$ cat config.mk
export PLATFORM = sky130hd
export DESIGN_NAME = pipe_ctrl
export DESIGN_NICKNAME = d
export VERILOG_FILES = /design/src/rtl/pipe_ctrl.sv
export SDC_FILE = /design/constraint.sdc
export NUM_CORES = 1
export LEC_CHECK = 0
export ABC_AREA = 1
export BUFFER_PORTS_ARGS = -buffer_cell sky130_fd_sc_hd__buf_2
export CORE_AREA = 2 2 52 54
export CTS_BUF_LIST = sky130_fd_sc_hd__clkbuf_16
export DETAILED_ROUTE_END_ITERATION = 6
export DIE_AREA = 0 0 54 56
export GPL_TIMING_DRIVEN = 1
export PLACE_DENSITY = 0.77
export SLEW_MARGIN = 20
export SYNTH_ARGS = -nofsm -noshare
export SYNTH_HDL_FRONTEND = slang
export SYNTH_SLANG_ARGS = --single-unit
$ cat constraint.sdc
create_clock -name clk_cpu -period 1.3 [get_ports clk_cpu]
set_input_delay 0.13 -clock clk_cpu [delete_from_list [all_inputs] [get_ports clk_cpu]]
set_output_delay 0.13 -clock clk_cpu [all_outputs]
set_load 0.01 [all_outputs]
$ cat src/rtl/pipe_ctrl.sv
// Pipeline control: stage write enables, bubble insertion and front-end stall counting.
// Define PIPE_MDU_EN to build in the multi-cycle MUL/DIV wait state (MDU_WAIT) and its down-counter.
module pipe_ctrl #(
    parameter int MDU_LAT = 32
) (
    input  logic        clk_cpu,
    input  logic        rst_cpu,
    input  logic        stop,
    input  logic        br_taken_ex,
    input  logic        mdu_req_ex,
    output logic        pc_we,
    output logic        ifid_we,
    output logic        idex_we,
    output logic        ifid_flush,
    output logic        idex_flush,
    output logic        exmem_flush,
    output logic        mdu_start,
    output logic        mdu_busy,
    output logic [15:0] stall_cnt
);

    logic [15:0] stall_q, stall_d;

`ifdef PIPE_MDU_EN
    typedef enum logic {RUN, MDU_WAIT} state_t;

    localparam logic [7:0] CNT_LOAD = 8'(MDU_LAT - 1);

    state_t     state_q, state_d;
    logic [7:0] cnt_q, cnt_d;

    always_ff @(posedge clk_cpu) begin
        if (rst_cpu) begin
            state_q <= RUN;
            cnt_q   <= 8'd0;
        end else begin
            state_q <= state_d;
            cnt_q   <= cnt_d;
        end
    end
`else
    logic unused_mdu;
    assign unused_mdu = mdu_req_ex ^ (MDU_LAT == 0);
`endif

    always_comb begin
        pc_we       = 1'b1;
        ifid_we     = 1'b1;
        idex_we     = 1'b1;
        ifid_flush  = 1'b0;
        idex_flush  = 1'b0;
        exmem_flush = 1'b0;
        mdu_start   = 1'b0;
        mdu_busy    = 1'b0;
`ifdef PIPE_MDU_EN
        state_d     = state_q;
        cnt_d       = cnt_q;
        mdu_busy    = (state_q == MDU_WAIT);
`endif
        if (rst_cpu) begin
            pc_we   = 1'b0;
            ifid_we = 1'b0;
            idex_we = 1'b0;
        end
`ifdef PIPE_MDU_EN
        // Counting down: front end frozen and EX/MEM held empty; branch/stop are don't-care.
        else if (state_q == MDU_WAIT && cnt_q != 8'd0) begin
            pc_we       = 1'b0;
            ifid_we     = 1'b0;
            idex_we     = 1'b0;
            exmem_flush = 1'b1;
            cnt_d       = cnt_q - 8'd1;
        end
        else if (state_q == RUN && !br_taken_ex && mdu_req_ex) begin
            mdu_start   = 1'b1;
            pc_we       = 1'b0;
            ifid_we     = 1'b0;
            idex_we     = 1'b0;
            exmem_flush = 1'b1;
            cnt_d       = CNT_LOAD;
            state_d     = MDU_WAIT;
        end
`endif
        else if (br_taken_ex) begin
            ifid_flush = 1'b1;
            idex_flush = 1'b1;
        end
        else if (stop) begin
            pc_we      = 1'b0;
            ifid_we    = 1'b0;
            idex_flush = 1'b1;
        end
`ifdef PIPE_MDU_EN
        // Release cycle takes normal RUN rules above and never retriggers the MDU.
        if (!rst_cpu && state_q == MDU_WAIT && cnt_q == 8'd0) begin
            state_d = RUN;
        end
`endif
        stall_d = stall_q;
        if (!pc_we && stall_q != 16'hFFFF) begin
            stall_d = stall_q + 16'd1;
        end
    end

    always_ff @(posedge clk_cpu) begin
        if (rst_cpu) begin
            stall_q <= 16'd0;
        end else begin
            stall_q <= stall_d;
        end
    end

    assign stall_cnt = stall_q;

endmodule
# Word-level counts from Yosys, hierarchy flattened
# Index checks and enable logic that the tools add are counted.
word_totals:
  in_bits: 5
  regBits: 16
  elab_cells: 14
classes:
  mux: 9
  eq_ne: 1
  addsub: 1
  n_reduce_logical: 2
op_table:
  columns: ["op", "n"]
  rows:
  - ["adder 16 x 1 -> 16 bit, second input constant", 1]
  - ["inequality test 16 bit, second input constant", 1]
  - ["2-to-1 mux 1 bit", 9]
  - ["logical AND 1 bit", 1]
  - ["logical NOT 1 bit", 1]

# Logic depth before layout (Yosys ltp)
logic_depth:
  depth_word: 5
  depth_mapped: 9
  mapped_depth_nobuf: 9

# Worst setup path after synthesis
# Ideal clock, no wire load.
synth_path:
  path_kind: "register to register"
  start: "register stall_q[1], in the netlist stall_cnt[1]"
  end: "register stall_q[8], in the netlist stall_cnt[8]"
  setup_time_ns: 0.113
  arrival_ns: 1.328
  path_stages_with_launch: 9
  setup_slack_ns: -0.141
  path_cell_list: "dfxtp_1 ha_1 nand3_2 nor2_2 nand2_1 nor2_1 nand2_1 nand2_1 nor2_1"
synth_via:
  elab_chain_cells: 2
  elab_cells_between_ends: 3
  classes_between: "add/sub: 1; eq/ne: 1; reduce/logical: 1"
synth_lines:
  columns: ["element", "line_no", "source"]
  rows:
  - ["start: declaration", "22", "logic [15:0] stall_q, stall_d;"]
  - ["start signal: assignment", "109", "stall_q <= stall_d;"]
  - ["parallel branches: the longest is 2 deep, another holds adder 16 x 1 -> 16 bit", null, null]
# Several ways; the timed one is not identified.
# A chain may end at the register's enable or synchronous reset.

# Final worst setup path
layout_path:
  start: "register stall_q[0], in the netlist stall_cnt[0]"
  end: "register stall_q[3], in the netlist stall_cnt[3]"
# Same word-level chain as after synthesis.

==> summary.md <==
| Metric | Value |
|---|---|
| Worst hold-check path type | `in -> reg` |
| Vias in the first global route | `994` |
| First-pass GRT wire length | `4270 um` |
| Clk_lat worst skew | `0.25 ns` |
| Starting density of the core | `0.453` |
| DRT iter0 DRCs | `27` |
| Vias | `1,224` |
| Number of remaining DRC errors | `0` |
| Final core occ | `0.676` |
| Number of warnings reported in the yosys synthesis log | `0` |
| Total clock buffers created by CTS | `3` |
| Area grow syn2layout | `49.3%` |
| Status | `finished clean` |
| Final hold violations | `0` |
| Total clock sinks | `16` |
| Clock-pin slew on the worst setup and hold paths | `0.05 ns` |
| Routed WL per cell | `11.2 um` |
| Max-cap check violation count | `0` |
| Initial antenna violation count | `0` |
| Max-slew violation total from the final report | `0` |
| Highest clock rate | `786 MHz` |
| Placed instance area | `1420 um2` |
| Length of the first detailed-routing pass in iterations | `4` |
| Area leader, netlist | `dfxtp_1` |
| Minimum clock period after layout | `1.27 ns` |
| H-tree depth reported by CTS | `1` |
| Post-DRT Antenna Nets | `0` |
| Post-layout net count | `235` |
| Clock tree from TritonCTS | `built` |
| Leading post-synthesis cells by cell area | `dfxtp_1, nand2_1, nor2_1` |
| Share of cell area taken by muxes after synthesis | `0` |
| Worst IR Drop VDD | `0.889 mV` |
| Unique cell type count in the Yosys netlist | `25` |
| Global-route usage over all layers | `0.188` |
| Area of the die | `3020 um2` |
| Setup repair after global routing missed its margin | `true` |
| Post-synthesis share of cell area spent on full adders, half adders and majority gates | `0.0114` |
| Register area | `338 um2` |
| Power consumption | `0.00127 W` |
| Final clock period utilization by the worst path | `0.978` |
| Setup Skew | `0.00642 ns` |
| Worst Path Class, Setup | `reg -> reg` |
| Cell area after synthesis | `1100 um2` |
| Fin area | `1650 um2` |
| Total gr overflow | `0` |
| Pin count of the biggest net entering global routing | `11` |
| Die Y-Extent | `56 um` |
| Combinational family with the most area after synthesis | `simple AND/OR/NAND/NOR gates` |
| Largest register FFs | `16` |
| Leakage component of the power | `0.761 nW` |
| PortBufs | `24` |
| Data required time of the worst path | `1.47 ns` |
| Number of setup violations in the final report | `0` |
| Fraction of synthesized cell area in xor and xnor cells | `0.0238` |
| Clock tree root driver cell | `clkbuf_16` |
| Chip width | `54 um` |
| Ports placed on the boundary | `29` |
| Maximum net fanout on the critical path | `6` |
| Complex-gate fraction of the synthesized area | `0.0738` |
| Pwr dens | `770 nW/um2` |
| DP HPWL | `1990 um` |
| Mean number of vias per cell | `4.74` |
| Number of standard cells after synthesis | `177` |
| Area of the core region | `2430 um2` |
| Leading cell type in the layout, fill and taps excluded | `nand2_1` |
| Longest Clk Path Bufs | `2` |
| Synthesized area divided by synthesized cell count | `6.23 um2` |
| Area share of the leading cell type in the synthesized netlist | `0.291` |
| Number of rows created at floorplan | `18` |
| Last weighted congestion value of the routability-driven placer | `0.855` |
| Fraction of layout instances using a drive strength above 1 | `0.500` |
| Data arrival time of the critical path | `1.45 ns` |
| Multi-input logic area | `821 um2` |
| Fill cell instance count of the final layout | `200` |
| Post-Synth Simple-Gate Area | `0.498` |
| Leading cell types in the layout, fill and taps excluded | `nand2_1, nor2_1, buf_2, buf_4, nand2_2` |
| Synth Register Bits | `16` |
| Startpoint types | `flip-flop` |
| Endpoint kind of the worst setup timing path | `flip-flop` |
| Number of buffers added to fix hold violations after cts | `0` |
| Total detailed-routing wirelength | `2900 um` |
| # diodes | `0` |
| Sequential cell area fraction in the yosys report | `0.291` |
## metal layers
layer / GRT usage / wire (um)
met1: 0.250 / 1340
met5: 0 / 0
met3: 0.0565 / 115
met4: 0.0357 / 10
met2: 0.296 / 1430
## area by class of cell
class | instances | share of cell area
clock buffer | 3 | 0.0456
clock inverter | 1 | 0.00228
inverter | 20 | 0.0471
multi-input combinational | 141 | 0.499
sequential | 16 | 0.205
tap | 30 | 0.0228
timing repair buffer | 47 | 0.178
## path summary, 6_finish.rpt
kind / end / from / cells after the start / slack [ns]
setup / recovery: stall_cnt[3] / stall_cnt[0] / 7 / 0.03
hold / removal: stall_cnt[10] / rst_cpu / 3 / 0.25
setup reg to reg: stall_cnt[3] / stall_cnt[0] / 7 / 0.03
hold reg to reg: stall_cnt[15] / stall_cnt[15] / 4 / 0.53
## cells by family after synthesis
logic type	Yosys count
compound gates	11
xor+xnor	3
fa+ha+maj	1
buf+inv	25
flops	16
other cells	1
simple gates	120
## where the power goes
group | internal, W | switching (W)
Clock | 0.000408 | 0.000197
Combinational | 0.0000592 | 0.0000941
Sequential | 0.000500 | 0.00000862
Total | 0.000968 | 0.000299
## worst max-delay path, cell delays in order, from the launching register on
cell and delay [ns]:
dfxtp_2 0.34, ha_4 0.15, nand3_4 0.11, nor2_4 0.18, nand2_4 0.13, nand2_4 0.12
nand2_2 0.07, a21oi_2 0.11
## synthesized netlist by cell type
cell	count
a21oi_1	1
a21oi_2	7
and2_1	1
buf_4	4
clkbuf_1	1
conb_1	1
dfxtp_1	16
ha_1	1
inv_1	18
inv_2	2
nand2_1	59
nand2_2	1
nand2_4	2
nand2_8	1
nand3_1	10
nand3_2	1
nand3b_1	2
nand4_1	4
nor2_1	32
nor2_2	4
nor2_4	2
nor3_1	1
o21ai_0	3
xnor2_1	2
xor2_1	1
## through the flow
step / setup TNS, ns / setup slack (ns) / hold WS, ns / std cells
floorplan: 0 / 0.000131 / 0.323 / 179
global placement: -0.591 / -0.0805 / 0.515 / 250
detailed placement: -0.897 / -0.126 / 0.518 / 250
CTS: 0 / 0.0123 / 0.255 / 254
global route: -0.277 / -0.0455 / 0.265 / 258
finish: 0 / 0.0284 / 0.248 / 258
## repair_timing
action                                  CTS  global route
buffers inserted                          0             1
pin swaps                                 0            22
endpoints found under the setup margin    9            16
gates cloned                              0             3
gates resized for setup                   3            43
No activity file was read; power rests on OpenSTA's default activity.
